===== config.mk =====
export PLATFORM = sky130hd
export DESIGN_NAME = hdmi_rx_decoder_flat
export DESIGN_NICKNAME = d
export VERILOG_FILES = /design/src/rtl/hdmi_rx_decoder_if.sv /design/src/rtl/hdmi_rx_decoder.sv /design/src/flat_wrapper.sv
export SDC_FILE = /design/constraint.sdc
export NUM_CORES = 1
export LEC_CHECK = 0
export ABC_AREA = 1
export CORE_UTILIZATION = 55
export DETAILED_ROUTE_END_ITERATION = 7
export PLACE_DENSITY = 0.81
export SLEW_MARGIN = 20
export SYNTH_ARGS = -nofsm -noshare
export SYNTH_HDL_FRONTEND = slang
export SYNTH_SLANG_ARGS = --single-unit

===== constraint.sdc =====
create_clock -name CLK -period 3.1 [get_ports CLK]
set_input_delay 0.62 -clock CLK [delete_from_list [all_inputs] [get_ports CLK]]
set_output_delay 0.62 -clock CLK [all_outputs]
set_load 0.005 [all_outputs]

===== src/rtl/hdmi_rx_decoder_if.sv =====
// Bundle of aligned TMDS symbol inputs and recovered video/island outputs
// of the HDMI receive decoder.
interface hdmi_rx_decoder_if;
  logic [9:0]  SYM0;
  logic [9:0]  SYM1;
  logic [9:0]  SYM2;
  logic        HSYNC;
  logic        VSYNC;
  logic [3:0]  CTL;
  logic        VDE;
  logic [23:0] VIDDATA;
  logic        ADE;
  logic [11:0] AUXDATA;
  logic [4:0]  PKTIDX;
  logic [31:0] HEADER;
  logic        HDRVALID;
  logic        ERR;

  modport master (
    output SYM0, SYM1, SYM2,
    input  HSYNC, VSYNC, CTL, VDE, VIDDATA, ADE, AUXDATA, PKTIDX, HEADER, HDRVALID, ERR
  );

  modport slave (
    input  SYM0, SYM1, SYM2,
    output HSYNC, VSYNC, CTL, VDE, VIDDATA, ADE, AUXDATA, PKTIDX, HEADER, HDRVALID, ERR
  );
endinterface


===== src/rtl/hdmi_rx_decoder.sv =====
// HDMI receive decoder: classifies each pixel-clock cycle of three TMDS symbols
// and recovers syncs, control bits, video pixels, TERC4 nibbles and packet headers.
module hdmi_rx_decoder #(
  parameter int MAX_PACKETS  = 18,
  parameter int MIN_PREAMBLE = 8
) (
  input logic              CLK,
  input logic              RST,
  hdmi_rx_decoder_if.slave bus
);
  typedef enum logic [2:0] {CTRL, VID_GB, VIDEO, AUX_GB_L, ISLAND, AUX_GB_T} state_t;
  typedef enum logic [1:0] {PRE_NONE, PRE_VID, PRE_AUX} pre_t;

  localparam logic [9:0] GB_A    = 10'b1011001100;
  localparam logic [9:0] GB_B    = 10'b0100110011;
  localparam logic [3:0] MIN_PRE = 4'(MIN_PREAMBLE);
  localparam logic [4:0] MAX_PKT = 5'(MAX_PACKETS);

  // Returns {valid, d1, d0}
  function automatic logic [2:0] ctrl_dec(input logic [9:0] s);
    case (s)
      10'b1101010100: ctrl_dec = 3'b100;
      10'b0010101011: ctrl_dec = 3'b101;
      10'b0101010100: ctrl_dec = 3'b110;
      10'b1010101011: ctrl_dec = 3'b111;
      default:        ctrl_dec = 3'b000;
    endcase
  endfunction

  // Returns {valid, nibble}; invalid symbols decode to nibble 0
  function automatic logic [4:0] terc4_dec(input logic [9:0] s);
    case (s)
      10'b1010011100: terc4_dec = 5'h10;
      10'b1001100011: terc4_dec = 5'h11;
      10'b1011100100: terc4_dec = 5'h12;
      10'b1011100010: terc4_dec = 5'h13;
      10'b0101110001: terc4_dec = 5'h14;
      10'b0100011110: terc4_dec = 5'h15;
      10'b0110001110: terc4_dec = 5'h16;
      10'b0100111100: terc4_dec = 5'h17;
      10'b1011001100: terc4_dec = 5'h18;
      10'b0100111001: terc4_dec = 5'h19;
      10'b0110011100: terc4_dec = 5'h1A;
      10'b1011000110: terc4_dec = 5'h1B;
      10'b1010001110: terc4_dec = 5'h1C;
      10'b1001110001: terc4_dec = 5'h1D;
      10'b0101100011: terc4_dec = 5'h1E;
      10'b1011000011: terc4_dec = 5'h1F;
      default:        terc4_dec = 5'h00;
    endcase
  endfunction

  function automatic logic [7:0] tmds_dec(input logic [9:0] q);
    logic [7:0] dp;
    logic [7:0] d;
    dp   = q[9] ? ~q[7:0] : q[7:0];
    d[0] = dp[0];
    for (int i = 1; i < 8; i++) begin
      d[i] = q[8] ? (dp[i] ^ dp[i-1]) : ~(dp[i] ^ dp[i-1]);
    end
    return d;
  endfunction

  state_t      state, nxt_state;
  pre_t        pre_kind, nxt_pre_kind, cur_pre;
  logic [3:0]  precnt, nxt_precnt;
  logic [4:0]  idx, nxt_idx, use_idx;
  logic        pkt_end, nxt_pkt_end;
  logic [4:0]  pkt_cnt, nxt_pkt_cnt;
  logic [30:0] hdr_acc, nxt_hdr_acc;

  logic        hsync, vsync, vde, ade, hdrvalid, err;
  logic        nxt_hsync, nxt_vsync, nxt_vde, nxt_ade, nxt_hdrvalid, nxt_err;
  logic [3:0]  ctl, nxt_ctl;
  logic [23:0] viddata, nxt_viddata;
  logic [11:0] auxdata, nxt_auxdata;
  logic [4:0]  pktidx, nxt_pktidx;
  logic [31:0] header, nxt_header;

  logic [2:0]  c0, c1, c2;
  logic [4:0]  t0, t1, t2;
  logic        vgb, igb, bad_sym, bad_frm;

  assign bus.HSYNC    = hsync;
  assign bus.VSYNC    = vsync;
  assign bus.CTL      = ctl;
  assign bus.VDE      = vde;
  assign bus.VIDDATA  = viddata;
  assign bus.ADE      = ade;
  assign bus.AUXDATA  = auxdata;
  assign bus.PKTIDX   = pktidx;
  assign bus.HEADER   = header;
  assign bus.HDRVALID = hdrvalid;
  assign bus.ERR      = err;

  // State and output registers with synchronous active-low reset
  always_ff @(posedge CLK) begin
    if (!RST) begin
      state    <= CTRL;
      pre_kind <= PRE_NONE;
      precnt   <= 4'd0;
      idx      <= 5'd0;
      pkt_end  <= 1'b0;
      pkt_cnt  <= 5'd0;
      hdr_acc  <= 31'd0;
      hsync    <= 1'b0;
      vsync    <= 1'b0;
      ctl      <= 4'd0;
      vde      <= 1'b0;
      viddata  <= 24'd0;
      ade      <= 1'b0;
      auxdata  <= 12'd0;
      pktidx   <= 5'd0;
      header   <= 32'd0;
      hdrvalid <= 1'b0;
      err      <= 1'b0;
    end else begin
      state    <= nxt_state;
      pre_kind <= nxt_pre_kind;
      precnt   <= nxt_precnt;
      idx      <= nxt_idx;
      pkt_end  <= nxt_pkt_end;
      pkt_cnt  <= nxt_pkt_cnt;
      hdr_acc  <= nxt_hdr_acc;
      hsync    <= nxt_hsync;
      vsync    <= nxt_vsync;
      ctl      <= nxt_ctl;
      vde      <= nxt_vde;
      viddata  <= nxt_viddata;
      ade      <= nxt_ade;
      auxdata  <= nxt_auxdata;
      pktidx   <= nxt_pktidx;
      header   <= nxt_header;
      hdrvalid <= nxt_hdrvalid;
      err      <= nxt_err;
    end
  end

  // Symbol classification, next-state and next-output logic
  always_comb begin
    c0  = ctrl_dec(bus.SYM0);
    c1  = ctrl_dec(bus.SYM1);
    c2  = ctrl_dec(bus.SYM2);
    t0  = terc4_dec(bus.SYM0);
    t1  = terc4_dec(bus.SYM1);
    t2  = terc4_dec(bus.SYM2);
    vgb = (bus.SYM0 == GB_A) && (bus.SYM1 == GB_B) && (bus.SYM2 == GB_A);
    igb = (bus.SYM1 == GB_B) && (bus.SYM2 == GB_B) && t0[4] && (t0[3:2] == 2'b11);

    if (c1[2] && (c1[1:0] == 2'b01) && c2[2] && (c2[1:0] == 2'b00)) begin
      cur_pre = PRE_VID;
    end else if (c1[2] && (c1[1:0] == 2'b01) && c2[2] && (c2[1:0] == 2'b01)) begin
      cur_pre = PRE_AUX;
    end else begin
      cur_pre = PRE_NONE;
    end

    nxt_state    = state;
    nxt_pre_kind = PRE_NONE;
    nxt_precnt   = 4'd0;
    nxt_idx      = idx;
    nxt_pkt_end  = pkt_end;
    nxt_pkt_cnt  = pkt_cnt;
    nxt_hdr_acc  = hdr_acc;
    nxt_hsync    = hsync;
    nxt_vsync    = vsync;
    nxt_ctl      = ctl;
    nxt_vde      = 1'b0;
    nxt_viddata  = viddata;
    nxt_ade      = 1'b0;
    nxt_auxdata  = auxdata;
    nxt_pktidx   = pktidx;
    nxt_header   = header;
    nxt_hdrvalid = 1'b0;
    nxt_err      = 1'b0;
    use_idx      = 5'd0;
    bad_sym      = 1'b0;
    bad_frm      = 1'b0;

    case (state)
      CTRL: begin
        if (vgb) begin
          if ((precnt >= MIN_PRE) && (pre_kind == PRE_VID)) begin
            nxt_state = VID_GB;
          end else begin
            nxt_err = 1'b1;
          end
        end else if (igb) begin
          if ((precnt >= MIN_PRE) && (pre_kind == PRE_AUX)) begin
            nxt_state = AUX_GB_L;
            nxt_hsync = t0[0];
            nxt_vsync = t0[1];
          end else begin
            nxt_err = 1'b1;
          end
        end else begin
          if (c0[2]) begin
            {nxt_vsync, nxt_hsync} = c0[1:0];
          end else begin
            nxt_err = 1'b1;
          end
          if (c1[2]) begin
            nxt_ctl[1:0] = c1[1:0];
          end else begin
            nxt_ctl[1:0] = ctl[1:0];
          end
          if (c2[2]) begin
            nxt_ctl[3:2] = c2[1:0];
          end else begin
            nxt_ctl[3:2] = ctl[3:2];
          end
          // A kind change (including from "none") restarts the run at 1
          if (cur_pre == PRE_NONE) begin
            nxt_precnt   = 4'd0;
            nxt_pre_kind = PRE_NONE;
          end else if (cur_pre == pre_kind) begin
            nxt_precnt   = (precnt == 4'd15) ? 4'd15 : precnt + 4'd1;
            nxt_pre_kind = cur_pre;
          end else begin
            nxt_precnt   = 4'd1;
            nxt_pre_kind = cur_pre;
          end
        end
      end

      VID_GB: begin
        if (vgb) begin
          nxt_state = VIDEO;
        end else begin
          nxt_state = CTRL;
          nxt_err   = 1'b1;
        end
      end

      VIDEO: begin
        if (c0[2]) begin
          nxt_state              = CTRL;
          {nxt_vsync, nxt_hsync} = c0[1:0];
          if (c1[2]) begin
            nxt_ctl[1:0] = c1[1:0];
          end else begin
            nxt_ctl[1:0] = ctl[1:0];
          end
          if (c2[2]) begin
            nxt_ctl[3:2] = c2[1:0];
          end else begin
            nxt_ctl[3:2] = ctl[3:2];
          end
        end else begin
          nxt_vde     = 1'b1;
          nxt_viddata = {tmds_dec(bus.SYM2), tmds_dec(bus.SYM1), tmds_dec(bus.SYM0)};
        end
      end

      AUX_GB_L: begin
        if (igb) begin
          nxt_state   = ISLAND;
          nxt_hsync   = t0[0];
          nxt_vsync   = t0[1];
          nxt_idx     = 5'd0;
          nxt_pkt_end = 1'b0;
          nxt_pkt_cnt = 5'd1;
        end else begin
          nxt_state = CTRL;
          nxt_err   = 1'b1;
        end
      end

      ISLAND: begin
        // pkt_end marks the cycle right after a packet's final symbol
        if (pkt_end && igb) begin
          nxt_state   = AUX_GB_T;
          nxt_hsync   = t0[0];
          nxt_vsync   = t0[1];
          nxt_pkt_end = 1'b0;
        end else if (pkt_end && (pkt_cnt >= MAX_PKT)) begin
          nxt_state   = CTRL;
          nxt_err     = 1'b1;
          nxt_pkt_end = 1'b0;
        end else begin
          use_idx = pkt_end ? 5'd0 : idx;
          if (pkt_end) begin
            nxt_pkt_cnt = pkt_cnt + 5'd1;
          end else begin
            nxt_pkt_cnt = pkt_cnt;
          end
          nxt_ade     = 1'b1;
          nxt_auxdata = {t2[3:0], t1[3:0], t0[3:0]};
          nxt_pktidx  = use_idx;
          nxt_hsync   = t0[0];
          nxt_vsync   = t0[1];
          bad_sym     = !(t0[4] && t1[4] && t2[4]);
          bad_frm     = (use_idx == 5'd0) ? t0[3] : !t0[3];
          nxt_err     = bad_sym || bad_frm;
          if (use_idx == 5'd31) begin
            nxt_header   = {t0[2], hdr_acc};
            nxt_hdrvalid = 1'b1;
            nxt_pkt_end  = 1'b1;
            nxt_idx      = 5'd0;
          end else begin
            nxt_hdr_acc[use_idx] = t0[2];
            nxt_pkt_end          = 1'b0;
            nxt_idx              = use_idx + 5'd1;
          end
        end
      end

      AUX_GB_T: begin
        nxt_state = CTRL;
        if (igb) begin
          nxt_hsync = t0[0];
          nxt_vsync = t0[1];
        end else begin
          nxt_err = 1'b1;
        end
      end

      default: begin
        nxt_state = CTRL;
      end
    endcase
  end
endmodule


===== src/flat_wrapper.sv =====
// flat-port wrapper written by rule: the top's interface ports become plain ports
module hdmi_rx_decoder_flat 
#(
  parameter int MAX_PACKETS  = 18,
  parameter int MIN_PREAMBLE = 8
)
  (CLK, RST, bus_SYM0, bus_SYM1, bus_SYM2, bus_HSYNC, bus_VSYNC, bus_CTL, bus_VDE, bus_VIDDATA, bus_ADE, bus_AUXDATA, bus_PKTIDX, bus_HEADER, bus_HDRVALID, bus_ERR);
  hdmi_rx_decoder_if bus_i ();
  input logic CLK;
  input logic RST;
  input wire logic [$bits(bus_i.SYM0)-1:0] bus_SYM0;
  input wire logic [$bits(bus_i.SYM1)-1:0] bus_SYM1;
  input wire logic [$bits(bus_i.SYM2)-1:0] bus_SYM2;
  output wire logic [$bits(bus_i.HSYNC)-1:0] bus_HSYNC;
  output wire logic [$bits(bus_i.VSYNC)-1:0] bus_VSYNC;
  output wire logic [$bits(bus_i.CTL)-1:0] bus_CTL;
  output wire logic [$bits(bus_i.VDE)-1:0] bus_VDE;
  output wire logic [$bits(bus_i.VIDDATA)-1:0] bus_VIDDATA;
  output wire logic [$bits(bus_i.ADE)-1:0] bus_ADE;
  output wire logic [$bits(bus_i.AUXDATA)-1:0] bus_AUXDATA;
  output wire logic [$bits(bus_i.PKTIDX)-1:0] bus_PKTIDX;
  output wire logic [$bits(bus_i.HEADER)-1:0] bus_HEADER;
  output wire logic [$bits(bus_i.HDRVALID)-1:0] bus_HDRVALID;
  output wire logic [$bits(bus_i.ERR)-1:0] bus_ERR;
  assign bus_i.SYM0 = bus_SYM0;
  assign bus_i.SYM1 = bus_SYM1;
  assign bus_i.SYM2 = bus_SYM2;
  assign bus_HSYNC = bus_i.HSYNC;
  assign bus_VSYNC = bus_i.VSYNC;
  assign bus_CTL = bus_i.CTL;
  assign bus_VDE = bus_i.VDE;
  assign bus_VIDDATA = bus_i.VIDDATA;
  assign bus_ADE = bus_i.ADE;
  assign bus_AUXDATA = bus_i.AUXDATA;
  assign bus_PKTIDX = bus_i.PKTIDX;
  assign bus_HEADER = bus_i.HEADER;
  assign bus_HDRVALID = bus_i.HDRVALID;
  assign bus_ERR = bus_i.ERR;
  hdmi_rx_decoder #(.MAX_PACKETS(MAX_PACKETS), .MIN_PREAMBLE(MIN_PREAMBLE)) u_core (.CLK(CLK), .RST(RST), .bus(bus_i));
endmodule

==> out/metrics.yaml, run 1 <==
floorplanning:
  rows: 43
  io_pins: 115
  die_w_um: 121
  initial_core_util: 0.562
  coreArea_mm2: 0.0138
  die_h_um: 121
  fp.dieArea_mm2: 0.0146
timing:
  rsz0062_at_grt: "no"
  hold_slack_ps: 458
  slew-limit-headroom: 0.461
  skew_ps: 5.90
  fmax_mhz: 374
  tightest_slew_ps: 803
  setup_violations: 0
  hold_violations: 0
  finalCritPeriodShare: 0.862
  layout_min_cycle_time_ps: 2670
  timing.setup.tns_ps: 0
  maxSlewViolCount: 0
cts:
  cts_tree: "built"
  htreeDepth: 4
  clock_sinks: 134
  post-cts-setup-buffers: 0
  cts_buffers: 17
  cts_buffer_depth: 2
  ctsHoldBuffers: 0
  cts.reportedPaths.clkPinSlew_ps: 60
  cts_resized: 0
  cts_root_buf: "clkbuf_16"
  clk-insertion-delay-late_ps: 420
setup_path:
  critPathArrivalTime_ps: 2980
  critical_path_required_ps: 3400
  end_kind: "flop"
  cp-start-kind: "input pin"
  slowest_stage: "clkdlybuf4s50_1"
  worst_path_largest_cell_delay_ps: 600
  crit_family: "simple AND/OR/NAND/NOR gates"
  cp_common_cell: "nand2_1"
  crit_buf_inv: 3
  path_class: "input pin to flop"
  worst-path-max-fanout: 63
  crit_chain: "clkdlybuf4s50_1 -> inv_2 -> nand2_1 -> nor2_1 -> nand3_1 -> nand2_1 -> inv_2 -> nand2_1 -> nand3_4 -> nand2_8 -> nor2_8 -> nand2_1 -> nand2_1 -> a21oi_1"
power_and_ir_drop:
  power_density_mw_per_mm2: 406
  p_leak_nw: 3.92
  ir_drop_mv: 0.343
place:
  place_area_mm2: 0.00904
  gp_congestion: 0.982
  place_hpwl_mm: 15.6
  port_buffers: 114
grt:
  grt.overflow.total: 0
  use_met2: 0.503
  grt_usage: 0.300
  grt-busiest-layer: "met2"
  grt_max_degree: 64
  grt_first_pass_wirelength_mm: 35.1
  grt_pass1_vias: 7446
  met3_usage: 0.0517
  antenna_found_initial: 0
  use_met1: 0.391
synth:
  synth_xor_xnor_area_share: 0.0192
  synth-compound-area-share: 0.117
  synth_cells: 1211
  yosysTopAreaCell: "dfxtp_1"
  syn_nets: 1256
  synth.area.mux_share: 0
  synth_top_area_frac: 0.345
  yosys.area_share.simple: 0.401
  synth_top_family_by_area: "simple AND/OR/NAND/NOR gates"
  ys_seq_area_frac: 0.345
  synth_area_mm2: 0.00777
  synth.area.top_cells: "dfxtp_1 35%, nand2_1 14%, nand3_1 9.1%, nor2_1 8.4%, a21oi_1 6.8%"
  avgSynthCellArea_um2: 6.42
  yosys.area_share.adder: 0.0209
  ys_ff_latch: 134
  ys.warnings.count: 0
  synth.distinct_cells: 40
final_layout:
  stdcell_area_mm2: 0.00959
  fillCellCount: 1222
  nets: 1362
  drive_above_1_share: 0.0842
  syn_to_final_growth_pct: 23.4
  n_antenna_cell: 0
min_path:
  min_path_type: "flop to flop"
routing:
  final_antenna_net_count: 0
  drt_pass1_iterations: 5
  drcViolationCount: 0
  drtIter0Drc: 790
  num_vias: 8204
  wl_per_cell_um: 14.1
  finalWirelength_mm: 21.2
  routed_via_density: 5.43
run_status:
  status: "finished, final reports clean"
job:
  cap_violations: 0
final cells by class:
class,count,area [um2],area share
Clock buffer,18,429,0.0447
Tap cell,180,225,0.0235
Clock inverter,14,126,0.0132
Inverter,118,445,0.0464
Sequential cell,134,2680,0.280
Timing Repair Buffer,138,1350,0.140
Multi-Input combinational cell,908,4340,0.452
through the flow:
stage | power [W] | utilization | instances | setup WS, ps
floorplan | 0.00192 | - | 1211 | 718
global placement | 0.00202 | 0.654 | 1478 | 125
detailed placement | 0.00202 | 0.654 | 1478 | 67.6
CTS | 0.00391 | 0.694 | 1510 | 481
global route | 0.00400 | 0.694 | 1510 | 269
finish | 0.00389 | 0.694 | 1510 | 427
state kept, by name, summed over array words and instances, names as in the netlist:
name / flops
u_core.state: 3
u_core.idx: 5
u_core.bus.PKTIDX: 5
u_core.bus.AUXDATA: 12
u_core.bus.HSYNC: 1
u_core.bus.CTL: 4
u_core.bus.ADE: 1
u_core.bus.HDRVALID: 1
u_core.bus.VIDDATA: 24
u_core.bus.ERR: 1
u_core.pkt_cnt: 5
u_core.hdr_acc: 31
u_core.bus.VSYNC: 1
u_core.pre_kind: 2
u_core.bus.HEADER: 32
u_core.bus.VDE: 1
u_core.precnt: 4
u_core.pkt_end: 1
worst register-to-register path, cell delays in order, from the launching register on:
cell	delay (ps)
dfxtp_1	330
inv_1	70
nand2_1	180
inv_1	110
ha_1	200
inv_1	190
nor3_1	80
ha_1	310
nor2_8	640
nand2_1	190
nand2_1	120
a21oi_1	60
metal layers:
metal	vias up	wire length, um
li1	4146	-
met1	3748	9700
met2	273	10000
met3	37	1200
met4	0	329
met5	-	0
layout by cell type, fill, tap and decap left out, drive strengths merged:
| cell | Yosys | layout |
|---|---|---|
| ha | 13 | 13 |
| clkinv | 3 | 6 |
| nand2 | 303 | 303 |
| clkbuf | 16 | 18 |
| a21boi | 2 | 2 |
| a21oi | 106 | 106 |
| o31ai | 1 | 1 |
| xor2 | 14 | 14 |
| nand3 | 143 | 143 |
| nand4 | 29 | 29 |
| o211ai | 2 | 2 |
| a31oi | 7 | 7 |
| dfxtp | 134 | 134 |
| nor3b | 2 | 2 |
| nor3 | 19 | 19 |
| xnor2 | 3 | 3 |
| nor2 | 186 | 186 |
| o21ai | 57 | 57 |
| clkinvlp | 0 | 5 |
| clkdlybuf4s50 | 0 | 114 |
| nor4 | 2 | 2 |
| nand3b | 2 | 2 |
| buf | 35 | 24 |
| bufinv | 0 | 1 |
| inv | 115 | 120 |
| or2 | 16 | 16 |
| o32ai | 1 | 1 |
logic make-up (layout without fill, tap and decap cells):
family,count (synthesis),after routing
AO/OA/AOI/OAI,176,176
XOR/XNOR,17,17
adder cells (fa/ha/maj),13,13
buffers and inverters,169,288
flip-flops,134,134
AND/OR/NAND/NOR,702,702
path summary, 6_finish.rpt:
kind                    startpoint                    end  slack, ps  cells after the start
max reg2reg         u_core.pkt_end     u_core.hdr_acc[14]        510                     11
min          u_core.bus.HEADER[14]  u_core.bus.HEADER[14]        460                      2
max                    bus_SYM0[1]     u_core.hdr_acc[14]        430                     14
min reg2reg  u_core.bus.HEADER[14]  u_core.bus.HEADER[14]        460                      2
Yosys cell counts:
cell type,n
a21boi_0,2
a21oi_1,106
a31oi_1,6
a31oi_2,1
buf_1,4
buf_2,13
buf_4,9
buf_6,9
clkbuf_1,16
clkinv_1,3
dfxtp_1,134
ha_1,13
inv_1,100
inv_2,14
inv_4,1
nand2_1,294
nand2_2,7
nand2_4,1
nand2_8,1
nand3_1,142
nand3_4,1
nand3b_1,1
nand3b_4,1
nand4_1,29
nor2_1,174
nor2_2,7
nor2_4,3
nor2_8,2
nor3_1,18
nor3_2,1
nor3b_1,2
nor4_1,2
o211ai_1,2
o21ai_0,56
o21ai_1,1
o31ai_1,1
o32ai_1,1
or2_2,16
xnor2_1,3
xor2_1,14
where the power goes:
part	internal (W)	total (W)	switching, W
clock	0.00111	0.00190	0.000796
sequential	0.00172	0.00172	0.000000331
combinational	0.0000987	0.000265	0.000167
No activity file was read; power rests on OpenSTA's default activity.
==> inputs of run 2 (changes only) <==
--- a/config.mk
+++ b/config.mk
@@ -8,7 +8,7 @@
 export ABC_AREA = 1
 export CORE_UTILIZATION = 55
 export DETAILED_ROUTE_END_ITERATION = 7
-export PLACE_DENSITY = 0.81
+export PLACE_DENSITY_LB_ADDON = 0.1
 export SLEW_MARGIN = 20
 export SYNTH_ARGS = -nofsm -noshare
 export SYNTH_HDL_FRONTEND = slang
==> out/metrics.yaml, run 2 (synthesized netlist as in run 1, its figures left out) <==
run_status:
  status: "finished, final reports clean"  # unchanged
routing:
  routed_via_density: 5.43  # about the same
  finalWirelength_mm: 21.6  # was 21.2 mm
  final_antenna_net_count: 0  # unchanged
  wl_per_cell_um: 14.3  # was 14.1 um
  num_vias: 8212  # was 8204
  drtIter0Drc: 707  # was 790
  drt_pass1_iterations: 6  # was 5
  drcViolationCount: 0  # unchanged
place:
  gp_congestion: 0.953  # was 0.982
  place_hpwl_mm: 15.4  # was 15.6 mm
  port_buffers: 114  # unchanged
grt:
  antenna_found_initial: 0  # unchanged
  grt_usage: 0.299  # was 0.300
  grt.overflow.total: 0  # unchanged
  grt_pass1_vias: 7371  # was 7446
  grt_max_degree: 64  # unchanged
  grt_first_pass_wirelength_mm: 34.9  # was 35.1 mm
cts:
  post-cts-setup-buffers: 0  # unchanged
  cts_resized: 0  # unchanged
  ctsHoldBuffers: 0  # unchanged
  clock_sinks: 134  # unchanged
  clk-insertion-delay-late_ps: 430  # was 420 ps
  cts_buffers: 17  # unchanged
  htreeDepth: 4  # unchanged
  cts_root_buf: "clkbuf_16"  # unchanged
  cts_buffer_depth: 2  # unchanged
  cts_tree: "built"  # unchanged
  cts.reportedPaths.clkPinSlew_ps: 60  # about the same
final_layout:
  largest_reg_flops: 32  # unchanged
  multi_input_area_mm2: 0.00434  # unchanged
  most-common-layout-cells: "294 x nand2_1, 174 x nor2_1, 142 x nand3_1, 134 x dfxtp_1, 114 x clkdlybuf4s50_1"  # unchanged
  layout_commonest_cell: "nand2_1"  # unchanged
  utilization: 0.696  # was 0.694
  fillCellCount: 1219  # was 1222
  drive_above_1_share: 0.0863  # was 0.0842
  nets: 1364  # was 1362
  seq_area_mm2: 0.00268  # unchanged
  n_antenna_cell: 0  # unchanged
  syn_to_final_growth_pct: 23.9  # was 23.4%
setup_path:
  rrSetupSlack_ps: 520  # was 510 ps
  r2r_start: "u_core.pkt_end"  # unchanged
  critical_path_required_ps: 3400  # about the same
  worst-path-max-fanout: 63  # unchanged
  end_kind: "flop"  # unchanged
  critPathArrivalTime_ps: 3000  # was 2980 ps
  cp-start-kind: "input pin"  # unchanged
  path_class: "input pin to flop"  # unchanged
  startpoint: "bus_SYM0[8]"  # was bus_SYM0[1]
min_path:
  min-delay-start: "u_core.bus.HEADER[17]"  # was u_core.bus.HEADER[14]
  min_path_type: "flop to flop"  # unchanged
timing:
  layout_min_cycle_time_ps: 2700  # was 2670 ps
  maxSlewViolCount: 0  # unchanged
  finalCritPeriodShare: 0.870  # was 0.862
  rsz0062_at_grt: "no"  # unchanged
  fmax_mhz: 371  # was 374 MHz
  skew_ps: 12.2  # was 5.90 ps
  slew-limit-headroom: 0.461  # about the same
  hold_violations: 0  # unchanged
  tightest_slew_ps: 802  # was 803 ps
  setup_violations: 0  # unchanged
  timing.setup.tns_ps: 0  # unchanged
job:
  cap_violations: 0  # unchanged
floorplanning:
  io_pins: 115  # unchanged
  initial_core_util: 0.562  # unchanged
  die_h_um: 121  # unchanged
  coreArea_mm2: 0.0138  # unchanged
  rows: 43  # unchanged
  fp.dieArea_mm2: 0.0146  # unchanged
  die_w_um: 121  # unchanged
power_and_ir_drop:
  p_leak_nw: 3.93  # was 3.92 nW
  power_density_mw_per_mm2: 407  # was 406 mW/mm2
  ir_drop_mv: 0.369  # was 0.343 mV
run 2: changes by cell type in the layout (fill, tap and decap cells not counted), sizes merged:
cell and delta:
clkinvlp -1, inv +3, buf +2, bufinv -1, clkbuf -1
run 2: layer usage:
metal,vias to the layer above,routed length (um),track usage
met2,282,9890,0.484
li1,4152,-,-
met3,40,1180,0.0498
met1,3738,10100,0.402
met4,0,437,0.101
met5,-,0,0
run 2: path summary, 6_finish.rpt:
| check | cells past startpoint | endpoint |
|---|---|---|
| hold / removal | 2 | u_core.bus.HEADER[17] |
| setup / recovery | 12 | u_core.hdr_acc[8] |
| setup reg to reg | 11 | u_core.hdr_acc[8] |
| hold reg to reg | 2 | u_core.bus.HEADER[17] |
run 2: where the power goes:
| group | leakage [nW] | internal [W] | switching, W | total, W |
|---|---|---|---|---|
| clock network | 0.267 | 0.00106 | 0.000873 | 0.00193 |
| registers | 1.08 | 0.00172 | 0.000000421 | 0.00172 |
| logic | 2.59 | 0.0000996 | 0.000169 | 0.000269 |
| total | 3.93 | 0.00288 | 0.00104 | 0.00392 |
run 2: through the flow:
stage	setup slack [ps]	total power, W	std cells	area (um2)	hold WS [ps]
after floorplan	718	0.00192	1211	7770	439
after global routing	205	0.00403	1512	9630	475
after detailed placement	36.9	0.00202	1480	9060	452
final	403	0.00392	1512	9630	461
after CTS	440	0.00393	1512	9630	461
after global placement	40.4	0.00203	1480	9060	447
run 2: worst max-delay path, cell delays in order:
cell	delay, ps
clkdlybuf4s50_1	660
nor2_2	160
nand3_1	140
nand2_1	90
inv_2	50
nand2_1	120
nand3_4	120
nand2_8	90
nor2_8	580
nand3_1	190
nand2_1	110
a21oi_1	60
run 2: final cells by class:
cell class	count	share of cell area
multi-input combinational	908	0.450
clock inverter	15	0.0146
tap	180	0.0234
clock buffer	17	0.0442
timing repair buffer	140	0.143
sequential	134	0.279
inverter	118	0.0463
